$ cat config.mk
export PLATFORM = sky130hd
export DESIGN_NAME = program_mem_flat
export DESIGN_NICKNAME = d
export VERILOG_FILES = /design/src/rtl/program_mem_if.sv /design/src/rtl/program_mem.sv /design/src/flat_wrapper.sv
export SDC_FILE = /design/constraint.sdc
export NUM_CORES = 2
export LEC_CHECK = 0
export ABC_AREA = 1
export CORE_MARGIN = 2
export CORE_UTILIZATION = 40
export DETAILED_ROUTE_END_ITERATION = 10
export HOLD_SLACK_MARGIN = 0.1
export PLACE_DENSITY = 0.52
export SKIP_LAST_GASP = 1
export SYNTH_ARGS = -nofsm -noshare
export SYNTH_HDL_FRONTEND = slang
export SYNTH_SLANG_ARGS = --single-unit
$ cat constraint.sdc
create_clock -name clk -period 5.2 [get_ports clk]
set_input_delay 1.04 -clock clk [delete_from_list [all_inputs] [get_ports clk]]
set_output_delay 1.04 -clock clk [all_outputs]
set_load 0.01 [all_outputs]
$ cat src/rtl/program_mem_if.sv
// Loader byte-stream and fetch-port signals of the loadable program memory.
// The master side is the loader/fetch logic; the slave side is program_mem.
interface program_mem_if #(
    parameter int DATA_W = 16,
    parameter int ADDR_W = 8
);
    logic              load_en;
    logic              in_valid;
    logic [7:0]        in_byte;
    logic              in_ready;
    logic [ADDR_W:0]   load_count;
    logic              load_done;
    logic              busy;
    logic              fetch_en;
    logic [ADDR_W-1:0] addr_p;
    logic [DATA_W-1:0] out_prom;
    logic              out_valid;

    modport master (
        output load_en, in_valid, in_byte, fetch_en, addr_p,
        input  in_ready, load_count, load_done, busy, out_prom, out_valid
    );

    modport slave (
        input  load_en, in_valid, in_byte, fetch_en, addr_p,
        output in_ready, load_count, load_done, busy, out_prom, out_valid
    );
endinterface

$ cat src/rtl/program_mem.sv
// Run-time loadable program RAM: MSB-first byte loader assembles words,
// fetch port returns a registered word one cycle after fetch_en in IDLE.
module program_mem #(
    parameter int DATA_W = 16,
    parameter int ADDR_W = 8
) (
    input logic          clk,
    input logic          rst,
    program_mem_if.slave bus
);
    localparam int DEPTH = 2 ** ADDR_W;
    localparam int BYTES = DATA_W / 8;
    localparam int BC_W  = (BYTES > 1) ? $clog2(BYTES) : 1;
    localparam logic [ADDR_W:0] FULL      = (ADDR_W + 1)'(DEPTH);
    localparam logic [BC_W-1:0] LAST_BYTE = BC_W'(BYTES - 1);

    typedef enum logic {IDLE, LOAD} state_t;

    state_t            state;
    logic [BC_W-1:0]   byte_cnt;
    logic [DATA_W-1:0] asm_reg;
    logic [ADDR_W:0]   count_q;
    logic              done_q;
    logic [DATA_W-1:0] prom_q;
    logic              valid_q;

    logic [DATA_W-1:0] mem [DEPTH];

    logic              ready;
    logic              accept;
    logic              word_wr;
    logic [DATA_W-1:0] word_next;

    assign ready     = (state == LOAD) && bus.load_en && (count_q < FULL);
    assign accept    = ready && bus.in_valid;
    assign word_wr   = accept && (byte_cnt == LAST_BYTE);
    assign word_next = (asm_reg << 8) | DATA_W'(bus.in_byte);

    assign bus.in_ready   = ready;
    assign bus.load_count = count_q;
    assign bus.load_done  = done_q;
    assign bus.busy       = (state == LOAD);
    assign bus.out_prom   = prom_q;
    assign bus.out_valid  = valid_q;

    // load_count doubles as the write pointer; it saturates at DEPTH, so no wrap.
    always_ff @(posedge clk) begin
        if (word_wr) begin
            mem[count_q[ADDR_W-1:0]] <= word_next;
        end
    end

    always_ff @(posedge clk or posedge rst) begin
        if (rst) begin
            state    <= IDLE;
            byte_cnt <= '0;
            asm_reg  <= '0;
            count_q  <= '0;
            done_q   <= 1'b0;
            prom_q   <= '0;
            valid_q  <= 1'b0;
        end else begin
            case (state)
                IDLE: begin
                    if (bus.fetch_en) begin
                        prom_q  <= mem[bus.addr_p];
                        valid_q <= 1'b1;
                    end else begin
                        valid_q <= 1'b0;
                    end
                    if (bus.load_en) begin
                        state    <= LOAD;
                        byte_cnt <= '0;
                        count_q  <= '0;
                        done_q   <= 1'b0;
                    end
                end
                LOAD: begin
                    valid_q <= 1'b0;
                    if (!bus.load_en) begin
                        state    <= IDLE;
                        done_q   <= 1'b1;
                        byte_cnt <= '0;
                    end else if (accept) begin
                        asm_reg <= word_next;
                        if (byte_cnt == LAST_BYTE) begin
                            byte_cnt <= '0;
                            count_q  <= count_q + 1'b1;
                        end else begin
                            byte_cnt <= byte_cnt + BC_W'(1);
                        end
                    end
                end
                default: state <= IDLE;
            endcase
        end
    end
endmodule

$ cat src/flat_wrapper.sv
// flat-port wrapper written by rule: the top's interface ports become plain ports
module program_mem_flat 
#(
    parameter int DATA_W = 16,
    parameter int ADDR_W = 8
)
  (clk, rst, bus_load_en, bus_in_valid, bus_in_byte, bus_fetch_en, bus_addr_p, bus_in_ready, bus_load_count, bus_load_done, bus_busy, bus_out_prom, bus_out_valid);
  program_mem_if #(.DATA_W(DATA_W), .ADDR_W(ADDR_W)) bus_i ();
  input logic clk;
  input logic rst;
  input wire logic [$bits(bus_i.load_en)-1:0] bus_load_en;
  input wire logic [$bits(bus_i.in_valid)-1:0] bus_in_valid;
  input wire logic [$bits(bus_i.in_byte)-1:0] bus_in_byte;
  input wire logic [$bits(bus_i.fetch_en)-1:0] bus_fetch_en;
  input wire logic [$bits(bus_i.addr_p)-1:0] bus_addr_p;
  output wire logic [$bits(bus_i.in_ready)-1:0] bus_in_ready;
  output wire logic [$bits(bus_i.load_count)-1:0] bus_load_count;
  output wire logic [$bits(bus_i.load_done)-1:0] bus_load_done;
  output wire logic [$bits(bus_i.busy)-1:0] bus_busy;
  output wire logic [$bits(bus_i.out_prom)-1:0] bus_out_prom;
  output wire logic [$bits(bus_i.out_valid)-1:0] bus_out_valid;
  assign bus_i.load_en = bus_load_en;
  assign bus_i.in_valid = bus_in_valid;
  assign bus_i.in_byte = bus_in_byte;
  assign bus_i.fetch_en = bus_fetch_en;
  assign bus_i.addr_p = bus_addr_p;
  assign bus_in_ready = bus_i.in_ready;
  assign bus_load_count = bus_i.load_count;
  assign bus_load_done = bus_i.load_done;
  assign bus_busy = bus_i.busy;
  assign bus_out_prom = bus_i.out_prom;
  assign bus_out_valid = bus_i.out_valid;
  program_mem #(.DATA_W(DATA_W), .ADDR_W(ADDR_W)) u_core (.clk(clk), .rst(rst), .bus(bus_i));
endmodule
==> impl_summary.md <==
Die
The area of the die is 422000 um2. The horizontal extent of the die is 649 um. The vertical die dimension is 649 um. During I/O placement, the number of pins put on the boundary was 50.

For this configuration, the core starts out at a cell density of 0.402. Row generation in the floorplan step produced 236 rows. The placeable core area is 414000 um2.

Clock tree
The clock-pin slew reported for the worst setup and hold paths after clock tree synthesis is 60 ps. The number of buffers created by CTS is 440. In this run the post-CTS setup repair buffer count came out at 0.

The latest clock arrival within the worst-skew pair is 1010 ps. The H-tree generated during clock tree synthesis spans 5 levels. The clock sink total is 4133. The number of buffers added to fix hold violations after cts is 0. TritonCTS built the clock tree. The buffer levels on the longest clock path is 4.

The number of cells upsized or downsized after cts is 0. In this run the clock root is driven by a sky130_fd_sc_hd__clkbuf_16.

Power and ir drop
The largest voltage drop on the vdd net is 335 uV. The reported leakage power is 0.0662 uW. The clock group share of total power is 0.422. Of the total power, the share spent switching nets is 0.242.

Summed over all nets, the switching power comes to 18300 uW. The power per unit of standard cell area is 398 nW/um2. The sequential power share is 0.504. The share of total power dissipated in combinational logic is 0.075. The internal portion of total power is 57300 uW.

Timing
On the final layout, the worst clock skew is 88.5 ps. Dividing the final minimum period by the clock period gives 0.679. The final count of negative-setup-slack endpoints is 0. Headroom to the max-slew limit came out at 0.183.

The clock period minus final worst setup slack is 3530 ps. In the final timing run, aggregate negative setup slack is 0 ps. At the pin with the least slew margin, the transition time is 1230 ps. Setup repair after global routing left no endpoint under its margin.

The smallest hold slack is 491 ps. The achievable frequency is 283 MHz. The final-report hold violation count was 0.

The number of pins exceeding their max-slew limit in the final report is 0.

Cells and area
The number of nets at the end of the flow is 13889. The flip-flop count of the largest register, all copies and words added is 4096. The top cell types in the final layout, fill and taps aside, are sky130_fd_sc_hd__nand2_1, sky130_fd_sc_hd__edfxtp_1, sky130_fd_sc_hd__nand3_1. The share of post-route cells with drive strength above 1 is 0.0926.

The most common library cell in the layout ignoring fill and taps is sky130_fd_sc_hd__nand2_1. The area growth from synthesis to layout is 14.1%.

Route
The detailed router put a total of 220000 um of wire on met1. The routed design has 513000 um of wire. The met2 wire length is 238000 um. Dividing the detail-routed wire length by the instance count gives 26.0 um. The number of vias per cell is 5.49. The total vias in the final route is 108350. The highest metal layer with signal wires is met4.

In this run, the number of DRC markers left after iteration 0 of detailed routing was 12522. After detailed routing, the met3 layer carries 35700 um of wire. For this run, design rule violations remaining after detail routing come to 0. Once detail routing completed, the nets flagged for antenna violations numbered 0. The first TritonRoute pass finished after 6 iterations.

Worst setup path
The critical path arrival is 2490 ps. The kind of cell adding the most delay to the critical path is buffers and inverters. The critical path goes through clkdlybuf4s50_1. The peak fanout along the critical path is 6. The startpoint kind of the worst setup timing path is a flop. The required time reported for the critical path endpoint is 4160 ps.

The largest single stage delay on the critical path is 1040 ps. The worst register-to-register path has a depth of 8. The terminus of the critical flop-to-flop path is u_core.mem[72][5]. The buffer and inverter count on the worst path is 1.

The critical path's slowest cell is sky130_fd_sc_hd__clkdlybuf4s50_1. Across all register-to-register paths, the minimum setup slack is 1710 ps. The startpoint of the lowest-slack register-to-register path is u_core.bus.load_count[0]. The critical path in this run is classified as reg2out. The element type at the critical path end is an output port.

Synthesis
After synthesis the cells add up to 167000 um2. The flip-flop and latch count after synthesis is 4133. The number of cells produced by synthesis is 13687. Of the synthesized area, sequential elements account for 0.744. The net count after synthesis is 13715. The number of synthesis warnings is 0. The synthesized netlist contains 28 unique library cells. Each instance of the synthesized netlist takes up on average 12.2 um2.

Global routing
The number of global-route vias before repair is 100718. The total overflow left after global routing is 0. Entering global routing, the biggest net connects 155 pins.

The total routing resource utilization after global routing is 0.236. The initial antenna violation count is 19. The wire length of the first global-routing pass is 733000 um.

Min path
The class of the tightest hold or removal check is in2async.

Outcome
The flow ran to the end, and the final reports show no timing, DRC or antenna violations.

Job
The number of max-cap violations is 0.

Placed design
The count of buffers added on input and output ports is 49. The placed wire-length estimate is 293000 um. The final RePlAce weighted congestion is 0.898.
[synthesized netlist by cell type]
cell type	count	area [um2]
sky130_fd_sc_hd__a211oi_1	1	7.51
sky130_fd_sc_hd__a21oi_1	5	25.0
sky130_fd_sc_hd__a2bb2oi_1	1	8.76
sky130_fd_sc_hd__a31oi_1	1	6.26
sky130_fd_sc_hd__and3_1	1	6.26
sky130_fd_sc_hd__buf_1	97	364
sky130_fd_sc_hd__buf_12	1	20.0
sky130_fd_sc_hd__buf_2	551	2760
sky130_fd_sc_hd__buf_4	129	968
sky130_fd_sc_hd__buf_6	36	405
sky130_fd_sc_hd__clkbuf_1	109	409
sky130_fd_sc_hd__clkinv_1	17	63.8
sky130_fd_sc_hd__dfrtp_1	37	926
sky130_fd_sc_hd__edfxtp_1	4096	123000
sky130_fd_sc_hd__ha_1	7	87.6
sky130_fd_sc_hd__inv_1	30	113
sky130_fd_sc_hd__inv_2	2	7.51
sky130_fd_sc_hd__inv_4	2	12.5
sky130_fd_sc_hd__mux2_2	8	90.1
sky130_fd_sc_hd__nand2_1	4169	15600
sky130_fd_sc_hd__nand3_1	4085	20400
sky130_fd_sc_hd__nor2_1	289	1080
sky130_fd_sc_hd__nor3_1	3	15.0
sky130_fd_sc_hd__nor3_2	1	10.0
sky130_fd_sc_hd__nor3b_1	1	7.51
sky130_fd_sc_hd__o21ai_0	6	30.0
sky130_fd_sc_hd__o21ai_1	1	5.00
sky130_fd_sc_hd__o22ai_1	1	6.26
[area by class of cell]
type                            instances  area (um2)
Sequential cell                      4133      124000
Clock inverter                        266        2980
Fill cell                           37561      224000
Multi-Input combinational cell       8580       37600
Timing Repair Buffer                  655        6600
Inverter                               51         245
Tap cell                             5474        6850
Clock buffer                          553       11700
Antenna cell                           12        30.0
[logic make-up after synthesis]
family / share of synthesized area
AND/OR/NAND/NOR: 0.223
flip-flops: 0.744
multiplexers: 0.000541
buffers and inverters: 0.0308
adder cells (fa/ha/maj): 0.000526
AO/OA/AOI/OAI: 0.000533
[through the flow]
step	power, uW	setup WS (ps)	cell area [um2]	utilization	instances
final	75600	1670	190000	0.459	19724
after global placement	44400	592	175000	0.423	18893
after floorplan	41500	1220	167000	-	13687
after detailed placement	44400	656	175000	0.423	18893
after CTS	76100	1630	190000	0.459	19712
after global routing	77700	1460	190000	0.459	19713
[metal layers]
metal	track usage	vias up
li1	-	49309
met1	0.336	54407
met2	0.372	3933
met3	0.0313	701
met4	0.0822	0
met5	0	-
[power groups by stage]
stage / logic [uW] / clock network, uW / registers (uW)
finish: 5630 / 31900 / 38100
global route: 5990 / 33600 / 38100
CTS: 5660 / 32300 / 38100
detailed placement: 5650 / 0 / 38800
global placement: 5620 / 0 / 38800
floorplan: 2260 / 0 / 39200
[how the worst max path moves through the flow]
| stage | start | to | slack [ps] | depth (start not counted) |
|---|---|---|---|---|
| 6_report | u_core.bus.load_count[2] | bus_load_count[2] | 1670 | 1 |
| 5_1_grt | bus_load_en | u_core.mem[3][12] | 1460 | 12 |
| 4_1_cts | u_core.bus.load_count[3] | bus_load_count[3] | 1630 | 1 |
| 3_5_place_dp | bus_load_en | u_core.mem[3][11] | 660 | 12 |
| 3_3_place_gp | bus_load_en | u_core.mem[6][2] | 590 | 12 |
| 2_1_floorplan | u_core.asm_reg[2] | u_core.mem[0][10] | 1220 | 0 |
Power figures use the tool's default switching activity.
